--- config.mk ---
export PLATFORM = sky130hd
export DESIGN_NAME = irq_controller_flat
export DESIGN_NICKNAME = d
export VERILOG_FILES = /design/src/rtl/irq_controller_if.sv /design/src/rtl/irq_controller.sv /design/src/flat_wrapper.sv
export SDC_FILE = /design/constraint.sdc
export NUM_CORES = 1
export LEC_CHECK = 0
export ABC_AREA = 1
export CAP_MARGIN = 10
export CORE_MARGIN = 2
export CORE_UTILIZATION = 48
export CTS_CLUSTER_DIAMETER = 50
export DETAILED_ROUTE_END_ITERATION = 7
export GPL_ROUTABILITY_DRIVEN = 0
export PLACE_DENSITY_LB_ADDON = 0.08
export SLEW_MARGIN = 20
export SYNTH_ARGS = -nofsm -noshare
export SYNTH_HDL_FRONTEND = slang
export SYNTH_SLANG_ARGS = --single-unit
--- constraint.sdc ---
create_clock -name CLK -period 2.1 [get_ports CLK]
set_clock_uncertainty 0.1 [all_clocks]
set_input_delay 0.42 -clock CLK [delete_from_list [all_inputs] [get_ports CLK]]
set_output_delay 0.42 -clock CLK [all_outputs]
set_load 0.02 [all_outputs]
--- src/rtl/irq_controller_if.sv ---
// Signal bundle between the interrupt front-end, its peripheral lines, the sequencer and the CPU register bus.
// slave is the controller side; master is whoever drives the lines, the sequencer flag and the bus.
interface irq_controller_if #(
  parameter int NLINES = 8
);
  logic [NLINES-1:0]         irq_in;
  logic                      seq_busy;
  logic [1:0]                bus_addr;
  logic [7:0]                bus_wdata;
  logic                      bus_we;
  logic [7:0]                bus_rdata;
  logic [NLINES-1:0]         irq_out;
  logic [$clog2(NLINES)-1:0] irq_id;

  modport slave (
    input  irq_in, seq_busy, bus_addr, bus_wdata, bus_we,
    output bus_rdata, irq_out, irq_id
  );

  modport master (
    output irq_in, seq_busy, bus_addr, bus_wdata, bus_we,
    input  bus_rdata, irq_out, irq_id
  );
endinterface

--- src/rtl/irq_controller.sv ---
// Interrupt front-end: synchronises lines, keeps pending/enable state, presents one held one-hot request to the sequencer.
// Request appears SYNC_STAGES+1 cycles after a line rises; it is held until seq_busy acks it or the line/GIE is masked.
module irq_controller #(
  parameter int SYNC_STAGES = 2,
  parameter int NLINES      = 8
) (
  input  logic            CLK,
  input  logic            RST,
  irq_controller_if.slave bus
);
  localparam int IDW = $clog2(NLINES);

  typedef enum logic [1:0] {IDLE, PRESENT, SERVICE} state_t;

  state_t            state_q, state_d;
  logic [NLINES-1:0] sync_q [SYNC_STAGES];
  logic [NLINES-1:0] s, s_prev_q, rise;
  logic [NLINES-1:0] enable_q, enable_d;
  logic [NLINES-1:0] pending_q, pending_d;
  logic [NLINES-1:0] edge_sel_q, edge_sel_d;
  logic              gie_q, gie_d;
  logic [IDW-1:0]    last_id_q, last_id_d;
  logic [NLINES-1:0] irq_out_q, irq_out_d;
  logic [IDW-1:0]    irq_id_q, irq_id_d;
  logic [NLINES-1:0] cand, ack_mask, w1c_mask;
  logic [IDW-1:0]    win;
  logic              ack;
  logic              wr_enable, wr_pending, wr_edge, wr_ctrl;

  always_ff @(posedge CLK or posedge RST) begin
    if (RST) begin
      for (int i = 0; i < SYNC_STAGES; i++) sync_q[i] <= '0;
      s_prev_q <= '0;
    end else begin
      sync_q[0] <= bus.irq_in;
      for (int i = 1; i < SYNC_STAGES; i++) sync_q[i] <= sync_q[i-1];
      s_prev_q <= s;
    end
  end

  assign s    = sync_q[SYNC_STAGES-1];
  assign rise = s & ~s_prev_q;

  assign wr_enable  = bus.bus_we && (bus.bus_addr == 2'd0);
  assign wr_pending = bus.bus_we && (bus.bus_addr == 2'd1);
  assign wr_edge    = bus.bus_we && (bus.bus_addr == 2'd2);
  assign wr_ctrl    = bus.bus_we && (bus.bus_addr == 2'd3);

  assign cand = pending_q & enable_q;

  // Descending scan so the lowest set index is the last assignment and wins.
  always_comb begin
    win = '0;
    for (int i = NLINES - 1; i >= 0; i--) begin
      if (cand[i]) win = IDW'(i);
    end
  end

  always_ff @(posedge CLK or posedge RST) begin
    if (RST) state_q <= IDLE;
    else     state_q <= state_d;
  end

  // A request is never raised while the sequencer still reports busy.
  always_comb begin
    state_d = state_q;
    case (state_q)
      IDLE:    if (gie_q && (cand != '0) && !bus.seq_busy) state_d = PRESENT;
      PRESENT: begin
        if (bus.seq_busy)                       state_d = SERVICE;
        else if (!gie_q || !enable_q[irq_id_q]) state_d = IDLE;
      end
      SERVICE: if (!bus.seq_busy) state_d = IDLE;
      default: state_d = IDLE;
    endcase
  end

  always_comb begin
    irq_out_d = '0;
    irq_id_d  = irq_id_q;
    last_id_d = last_id_q;
    ack       = 1'b0;
    case (state_q)
      IDLE: begin
        if (state_d == PRESENT) begin
          irq_out_d = NLINES'(1) << win;
          irq_id_d  = win;
        end
      end
      PRESENT: begin
        if (state_d == PRESENT) begin
          irq_out_d = irq_out_q;
        end else if (state_d == SERVICE) begin
          ack       = 1'b1;
          last_id_d = irq_id_q;
        end
      end
      default: ;
    endcase
  end

  assign ack_mask = ack ? (NLINES'(1) << irq_id_q) : '0;
  assign w1c_mask = wr_pending ? bus.bus_wdata : '0;

  // Edge lines: new edge overrides a same-cycle clear; level lines simply mirror the synchronised input.
  assign pending_d  = (edge_sel_q & ((pending_q & ~w1c_mask & ~ack_mask) | rise))
                    | (~edge_sel_q & s);
  assign enable_d   = wr_enable ? bus.bus_wdata : enable_q;
  assign edge_sel_d = wr_edge ? bus.bus_wdata : edge_sel_q;
  assign gie_d      = wr_ctrl ? bus.bus_wdata[0] : gie_q;

  always_ff @(posedge CLK or posedge RST) begin
    if (RST) begin
      enable_q   <= '0;
      pending_q  <= '0;
      edge_sel_q <= '0;
      gie_q      <= 1'b0;
      last_id_q  <= '0;
      irq_out_q  <= '0;
      irq_id_q   <= '0;
    end else begin
      enable_q   <= enable_d;
      pending_q  <= pending_d;
      edge_sel_q <= edge_sel_d;
      gie_q      <= gie_d;
      last_id_q  <= last_id_d;
      irq_out_q  <= irq_out_d;
      irq_id_q   <= irq_id_d;
    end
  end

  always_comb begin
    bus.bus_rdata = '0;
    case (bus.bus_addr)
      2'd0:    bus.bus_rdata = enable_q;
      2'd1:    bus.bus_rdata = pending_q;
      2'd2:    bus.bus_rdata = edge_sel_q;
      default: bus.bus_rdata = {(state_q == SERVICE), 3'b000, last_id_q, gie_q};
    endcase
  end

  assign bus.irq_out = irq_out_q;
  assign bus.irq_id  = irq_id_q;
endmodule

--- src/flat_wrapper.sv ---
// flat-port wrapper written by rule: the top's interface ports become plain ports
module irq_controller_flat 
#(
  parameter int SYNC_STAGES = 2,
  parameter int NLINES      = 8
)
  (CLK, RST, bus_irq_in, bus_seq_busy, bus_bus_addr, bus_bus_wdata, bus_bus_we, bus_bus_rdata, bus_irq_out, bus_irq_id);
  irq_controller_if #(.NLINES(NLINES)) bus_i ();
  input  logic CLK;
  input  logic RST;
  input wire logic [$bits(bus_i.irq_in)-1:0] bus_irq_in;
  input wire logic [$bits(bus_i.seq_busy)-1:0] bus_seq_busy;
  input wire logic [$bits(bus_i.bus_addr)-1:0] bus_bus_addr;
  input wire logic [$bits(bus_i.bus_wdata)-1:0] bus_bus_wdata;
  input wire logic [$bits(bus_i.bus_we)-1:0] bus_bus_we;
  output wire logic [$bits(bus_i.bus_rdata)-1:0] bus_bus_rdata;
  output wire logic [$bits(bus_i.irq_out)-1:0] bus_irq_out;
  output wire logic [$bits(bus_i.irq_id)-1:0] bus_irq_id;
  assign bus_i.irq_in = bus_irq_in;
  assign bus_i.seq_busy = bus_seq_busy;
  assign bus_i.bus_addr = bus_bus_addr;
  assign bus_i.bus_wdata = bus_bus_wdata;
  assign bus_i.bus_we = bus_bus_we;
  assign bus_bus_rdata = bus_i.bus_rdata;
  assign bus_irq_out = bus_i.irq_out;
  assign bus_irq_id = bus_i.irq_id;
  irq_controller #(.SYNC_STAGES(SYNC_STAGES), .NLINES(NLINES)) u_core (.CLK(CLK), .RST(RST), .bus(bus_i));
endmodule
# After elaboration in Yosys (flattened, before gate mapping)
# Index checks and enable logic that the tools add are counted.
totals:
  register_bits: 65
  latch_bits: 0
  mem_bits_rw: 0
  rom_bits: 0
  out_inout_bits: 19
  wordCells: 74
  n_memories: 0
classes:
  n_addsub: 0
  mul: 0
  div: 0
  n_lt_le_gt_ge: 1
  eq_ne: 8
  shifts: 2
  n_mux: 24
  bitwise: 13
  n_reduce_logical: 15
op_table:
  columns: ["cell", "n"]
  rows:
  - ["AND 8 bit", 6]
  - ["two-way mux 8 bit", 4]
  - ["NOT 8 bit", 4]
  - ["two-way mux 3 bit", 8]
  - ["one-hot mux 8 bit (3 select lines)", 1]
  - ["bitwise OR 8 bit", 2]
  - ["one-hot mux 8 bit (2 select lines)", 1]
  - ["left shift 1 x 3 -> 8 bit, first input constant", 2]
  - ["== test 2 bit, second input constant", 4]
  - ["two-way mux 2 bit", 4]
  - ["nonzero test 8 bit", 1]
  - ["== test 2 x 1 -> 1 bit, second input constant", 3]
  - ["logical AND 1 bit", 6]
  - ["one-hot mux 2 bit (3 select lines)", 1]
  - ["zero test 2 bit", 2]
  - ["less-than comparator 3 x 4 -> 1 bit, second input constant", 1]
  - ["two-way mux 1 bit", 4]
  - ["binary-select mux 1 bit (select 3 bit)", 1]
  - ["zero test 1 bit", 3]
  - ["AND reduction 3 bit", 1]
  - ["inequality test 2 bit, second input constant", 1]
  - ["AND reduction 2 bit", 1]
  - ["logical OR 1 bit", 1]
  - ["NOT 1 bit", 1]

# Depth between registers and ports, before layout
logic_depth:
  ltp_word: 17
  ltp_mapped: 12
  ltp_nobuf: 12

# Worst setup path before layout
# OpenSTA, ideal clock, no wires.
synth_timing:
  path_type: "input to output"
  startpoint: "in bus_bus_addr[0]"
  endpoint: "out bus_bus_rdata[1]"
  arrival_ps: 1118
  required_ps: 1580
  setup_slack_ps: 462
  path_stages: 4
  n_path_buf: 0
  path_cell_list: "inv_2 nor2_2 inv_1 o2111ai_1"
synth_via:
  elab_chain_len: 2
  word_cells_on_any_way: 4
  classes_between: "2 x eq/ne; 1 x mux; 1 x reduce/logical"
synth_lines:
  columns: ["item", "line", "source"]
  rows:
  - ["start: declaration", "flat_wrapper.sv:13", "input wire logic [$bits(bus_i.bus_addr)-1:0] bus_bus_addr;"]
  - ["== test 2 bit (tied with other cells)", "irq_controller.sv:134", "case (bus.bus_addr)"]
  - ["one-hot mux 8 bit (3 select lines) (*)", "irq_controller.sv:134", null]
  - ["end: declaration", "flat_wrapper.sv:16", "output wire logic [$bits(bus_i.bus_rdata)-1:0] bus_bus_rdata;"]
# Mark *: on every way between the ends. The rest lies on a longest branch, timed or not.

# Final worst setup path
layout_timing:
  startpoint: "reg u_core.irq_id_q[0] (netlist: u_core.bus.irq_id[0])"
  endpoint: "out bus_irq_id[0]"
layout_rtl:
  columns: ["item", "line", "source"]
  rows:
  - ["start: declaration", "irq_controller.sv:24", "logic [IDW-1:0] irq_id_q, irq_id_d;"]
  - ["start signal: assignment", "irq_controller.sv:128", "irq_id_q <= irq_id_d;"]
  - ["end: declaration", "flat_wrapper.sv:18", "output wire logic [$bits(bus_i.irq_id)-1:0] bus_irq_id;"]
# No word-level cell between the ends.

==> out/qor.yml <==
setup_viol_count_final: 0
synth_top_area_share_pct: 58.0
routed_via_density: 5.00
multi_input_area_um2: 1020
std_cell_rows: 27
r2r-end: "u_core.bus.irq_out[5]"
ys.flop_type: "dfrtp_1"
dpl_worst_slack_ps: -525
routedWlPerCell_um: 13.0
drive_above_1_share_pct: 14.8
synth_top_area_cell: "dfrtp_1"
drt_iter0_drc: 110
stdcell_area_um2: 3570
fill_cells: 484
grt_usage_pct: 21.8
relSlewSlack_pct: 66.8
yosysSeqAreaShare_pct: 58.0
syn_to_final_growth_pct: 27.3
totalPowerFinal_mw: 3.51
dr.pass1.iters: 4
worstHoldStart: "u_core.sync_q[15]"
synth_area_leaders: "dfrtp_1, nand2_1, inv_1"
clock-sinks: 65
ys_async_sr_fraction_pct: 100
synth_warnings: 0
syn_area_um2: 2810
synth_edf_count: 0
reg2reg_from: "u_core.bus.irq_id[1]"
synth.avg_cell_area_um2: 8.64
grt_max_degree: 66
period_needed_ps: 2000
clk-insertion-delay-late_ps: 350
clk_pin_slew_worst_paths_ps: 70
drc: 0
cpMaxStageDelayCell: "clkdlybuf4s50_1"
timing.final.crit_share_pct: 95.4
ir_worst_vdd_uv: 545
yosysMostFrequentCell: "nand2_1"
coreArea_um2: 5570
final.setup.tns_ps: 0
postRouteAntennaNets: 0
path_buf_inv: 1
cts_root_buffer: "clkbuf_8"
die_w_um: 80.5
crit_family: "buffers and inverters"
powerDensity_nw_per_um2: 984
worstPathRequired_ps: 1580
hold_class: "flop to flop"
ys_types: 23
seq_area_um2: 1630
grt_pass1_wl_mm: 10.5
fin_util_pct: 64.1
whs_path_depth: 0
r2r_slack_ps: 470
path_cells: "clkdlybuf4s50_1"
antenna_found_initial: 0
status: "finished, final reports clean"
cts_made_buffers: 9
worst_slack_ps: 96.8
chipHeight_um: 80.5
grt_setup_unrepaired: "no"
slowest_delay_ps: 640
rr_worst_depth: 11
tightest_slew_ps: 497
die_area_um2: 6470
hold_violations: 0
cts_hold_buf: 0
grt-ovfl-total: 0
crit_arrival_ps: 1480
critPathLaunchType: "flop"
wirelength_mm: 5.94
synth_commonest_cells: "nand2_1, dfrtp_1, inv_1, nand3_1, o21ai_0"
p_leak_nw: 1.73
slew_viol_final: 0
end_kind: "output pin"
htree_levels: 3
design.portCount: 41
io_buffer_count: 40
netlist_instances: 325
maxCapViolations: 0
syn-num-nets: 347
fmax_mhz: 499
ys_ff_latch: 65
clk_path_buf_depth: 2
worstSetupPathType: "flop to output pin"
placed_area_um2: 3360
hold_slack_ps: 250
nets: 402
cts_tree: "built"
grt_pass1_vias: 2248
fin_cells: 457
cp_max_fo: 10
route.vias.total: 2283
min_to: "u_core.s[7]"
dpl.cell_count: 441
dp_hpwl_mm: 4.25
insertedDiodeCount: 0
initial_core_util_pct: 50.3
## layer usage
metal / GRT usage [%] / wire length (um) / vias up
li1: - / - / 1151
met1: 27.6 / 2670 / 1056
met2: 34.8 / 2840 / 65
met3: 7.98 / 335 / 11
met4: 7.46 / 90 / 0
met5: 0 / 0 / -
## area by class of cell
| cell class | count | share of cell area (%) |
|---|---|---|
| Sequential cell | 65 | 45.6 |
| Multi-Input combinational cell | 220 | 28.6 |
| Timing Repair Buffer | 48 | 13.5 |
| Clock buffer | 12 | 4.34 |
| Inverter | 36 | 4.03 |
| Tap cell | 72 | 2.52 |
| Clock inverter | 4 | 1.44 |
## sequential cells by signal (all words and copies together) (netlist names)
name,count
u_core.gie_q,1
u_core.enable_q,8
u_core.bus.irq_id,3
u_core.pending_q,8
u_core.state_q,2
u_core.s,8
u_core.sync_q,8
u_core.bus.irq_out,8
u_core.edge_sel_q,8
u_core.s_prev_q,8
u_core.last_id_q,3
## worst max-delay path by stage
| stage | cells after the start | to | startpoint |
|---|---|---|---|
| floorplan | 4 | bus_bus_rdata[1] | bus_bus_addr[0] |
| global placement | 7 | bus_bus_rdata[7] | bus_bus_addr[1] |
| detailed placement | 7 | bus_bus_rdata[7] | bus_bus_addr[1] |
| CTS | 1 | bus_irq_id[0] | u_core.bus.irq_id[0] |
| global route | 7 | bus_bus_rdata[7] | bus_bus_addr[1] |
| finish | 1 | bus_irq_id[0] | u_core.bus.irq_id[0] |
## cell families (layout without fill, tap and decap cells)
group,count (synthesis),count (layout),share of synthesized area (%)
AOI/OAI and AO/OA,46,46,9.54
DFF,65,65,58.0
buffers and inverters,40,100,5.62
and+or+nand+nor,174,174,26.9
## cell usage in the layout (no fill, tap or decap), types with 3 or more instances in the layout
cell type          n
nand2_1          115
nand3_1           19
nand2_2           10
nor3_1             5
o21ai_1           15
o31ai_1            4
clkdlybuf4s15_2    8
dfrtp_1           64
o211ai_1           6
clkbuf_8          11
inv_1             28
inv_2              6
buf_4              7
clkdlybuf4s50_1   30
nor2_2             4
nor2_1            15
nand4_1            3
o21ai_0           16
## power by group
group          total [mW]  internal (mW)  leakage, nW  switching [mW]
combinational       0.849          0.341        0.830           0.509
sequential           1.59           1.42        0.800           0.168
clock                1.08          0.613        0.103           0.467
## repair_timing
| action | CTS | global route |
|---|---|---|
| setup buffers | 0 | 0 |
| endpoints found under the setup margin | 9 | 1 |
| gates resized for setup | 28 | 1 |
| gates cloned | 0 | 0 |
(Power assumes the default switching activity.)
==> RTL edit (config.mk and constraints unchanged) <==
`SYNC_STAGES` is set to 2 in 2 places; all go to 4.
--- a/src/rtl/irq_controller.sv
+++ b/src/rtl/irq_controller.sv
@@ -1,7 +1,7 @@
 // Interrupt front-end: synchronises lines, keeps pending/enable state, presents one held one-hot request to the sequencer.
 // Request appears SYNC_STAGES+1 cycles after a line rises; it is held until seq_busy acks it or the line/GIE is masked.
 module irq_controller #(
-  parameter int SYNC_STAGES = 2,
+  parameter int SYNC_STAGES = 4,
   parameter int NLINES      = 8
 ) (
   input  logic            CLK,
--- a/src/flat_wrapper.sv
+++ b/src/flat_wrapper.sv
@@ -1,7 +1,7 @@
 // flat-port wrapper written by rule: the top's interface ports become plain ports
 module irq_controller_flat 
 #(
-  parameter int SYNC_STAGES = 2,
+  parameter int SYNC_STAGES = 4,
   parameter int NLINES      = 8
 )
   (CLK, RST, bus_irq_in, bus_seq_busy, bus_bus_addr, bus_bus_wdata, bus_bus_we, bus_bus_rdata, bus_irq_out, bus_irq_id);
Formal check against the unedited RTL: not equivalent (a bounded check fails within 4 cycles, from zero or initial values and one cycle with RST high).
==> RTL edit against the unedited design <==
- first-iteration DRC count rose by 120%
- sequential share of layout area grew 3.8 points
- total power increased by 15%
- cell area grew 15%
- worst hold slack lost 0.00060 ns
- worst setup slack got worse by 0.037 ns
- wire length up 20%
- register-to-register slack worse by 0.08 ns
- sequential cell count increased by 16
- area after synthesis increased by 17%
- largest cell class unchanged
==> RTL edit: results (changes against the unedited design) <==
<table>
<tr><th>Metric</th><th>Value</th></tr>
<tr><th colspan="2">Run status</th></tr>
<tr><td>Outcome</td><td>completed</td></tr>
<tr><th colspan="2">Power</th></tr>
<tr><td>Largest vdd supply drop</td><td>0.556 mV (+2.0%)</td></tr>
<tr><th colspan="2">Global route</th></tr>
<tr><td>Vias in the first global route</td><td>2,535 (+13%)</td></tr>
<tr><td>Global-route wire length before repair</td><td>12.2 mm (+16%)</td></tr>
<tr><td>Maximum number of pins on one net before global-route repair</td><td>61 (-7.6%)</td></tr>
<tr><th colspan="2">Min path</th></tr>
<tr><td>Hold worst-path end</td><td>u_core.sync_q[10]$_DFF_PP0_</td></tr>
<tr><td>Origin of the worst min-delay path</td><td>u_core.sync_q[18]$_DFF_PP0_</td></tr>
<tr><th colspan="2">Layout</th></tr>
<tr><td>Non-Filler Instances</td><td>507 (+11%)</td></tr>
<tr><td>Fraction of the core area covered by cells at the end of the flow</td><td>61.5% (-2.6 points)</td></tr>
<tr><td>Layout fillers</td><td>581 (+20%)</td></tr>
<tr><td>Share of post-route cells with drive strength above 1</td><td>14.1% (-0.75 points)</td></tr>
<tr><th colspan="2">Setup path</th></tr>
<tr><td>Minimum setup slack among reg-to-reg paths</td><td>0.39 ns (-0.08 ns)</td></tr>
<tr><td>Arrival @ worst endpoint</td><td>1.52 ns (+0.04 ns)</td></tr>
<tr><td>Worst stage delay on the critical path</td><td>0.25 ns (-0.39 ns)</td></tr>
<tr><td>Biggest fanout along the worst timing path</td><td>5 (-5)</td></tr>
<tr><td>Kind of start point of the critical path</td><td>primary input</td></tr>
<tr><td>Reg2reg start</td><td>u_core.bus.irq_id[0]$_DFFE_PP0P_</td></tr>
<tr><th colspan="2">Synth</th></tr>
<tr><td>Biggest area contributors in the synthesized netlist</td><td>sky130_fd_sc_hd__dfrtp_1 62%, sky130_fd_sc_hd__nand2_1 15%, sky130_fd_sc_hd__o21ai_0 5.0%, sky130_fd_sc_hd__inv_1 4.4%, sky130_fd_sc_hd__nand3_1 2.9%</td></tr>
<tr><td>Cell variety after synth</td><td>25 (+8.7%)</td></tr>
<tr><td>Sequential area share after synthesis</td><td>61.9% (+3.9 points)</td></tr>
<tr><th colspan="2">Route</th></tr>
<tr><td>Iteration-0 DRC Markers</td><td>244 (+120%)</td></tr>
<tr><td>Via/cell ratio</td><td>5.10 (+2.1%)</td></tr>
<tr><th colspan="2">Timing</th></tr>
<tr><td>Worst hold margin</td><td>0.250 ns (-0.000603 ns)</td></tr>
<tr><td>Transition time at the pin with the least slew margin</td><td>0.322 ns (-0.175 ns)</td></tr>
<tr><td>Worst setup margin</td><td>0.0603 ns (-0.0365 ns)</td></tr>
<tr><th colspan="2">Placed design</th></tr>
<tr><td>Placed insts</td><td>490 (+11%)</td></tr>
<tr><td>DP Wirelength</td><td>5.23 mm (+23%)</td></tr>
</table>
[RTL edit: cell types whose count changed in the layout (fill, tap and decap cells not counted), moves of 7 or more]
cell | unedited run | this run
sky130_fd_sc_hd__buf_4 | 7 | 17
sky130_fd_sc_hd__clkdlybuf4s15_2 | 8 | 1
sky130_fd_sc_hd__dfrtp_1 | 64 | 80
sky130_fd_sc_hd__inv_1 | 28 | 36
sky130_fd_sc_hd__nand2_1 | 115 | 128
sky130_fd_sc_hd__nand2_2 | 10 | 2
sky130_fd_sc_hd__o21ai_0 | 16 | 31
sky130_fd_sc_hd__o21ai_1 | 15 | 2
[RTL edit: repair_timing]
item                                    4_1_cts  5_1_grt
setup buffers                                 0        1
endpoints found under the hold margin         0        0
resized for setup                            42        5
pin swaps                                     0        1
endpoints found under the setup margin        9        4
hold buffers                                  0        0
[RTL edit: layout make-up]
cell class                      instances  share of cell area, %
Clock buffer                           10                   3.35
Clock inverter                          6                   1.77
Tap cell                               80                   2.44
Sequential cell                        81                   49.4
Timing Repair Buffer                   58                   12.9
Multi-Input combinational cell        233                   26.6
Inverter                               39                   3.65
[RTL edit: logic make-up after synthesis]
| family | share of synthesized area (%) |
|---|---|
| AO/OA/AOI/OAI | 9.51 |
| AND/OR/NAND/NOR | 23.4 |
| flip-flops | 61.9 |
| buffers and inverters | 5.27 |
[RTL edit: per-layer routing]
layer  GRT usage [%]  part of all wire, %  wire length, um
met1            29.0                   46             3280
met2            33.0                   47             3370
met3            6.19                  4.6              327
met4            8.10                  2.0              141
met5               0                    0                0
[RTL edit: report_power, final]
group	switching [mW]	total [mW]	internal [mW]	leakage, nW
combinational	0.577	0.935	0.358	0.917
clock	0.591	1.19	0.596	0.104
sequential	0.169	1.90	1.73	0.986
total	1.34	4.02	2.69	2.01
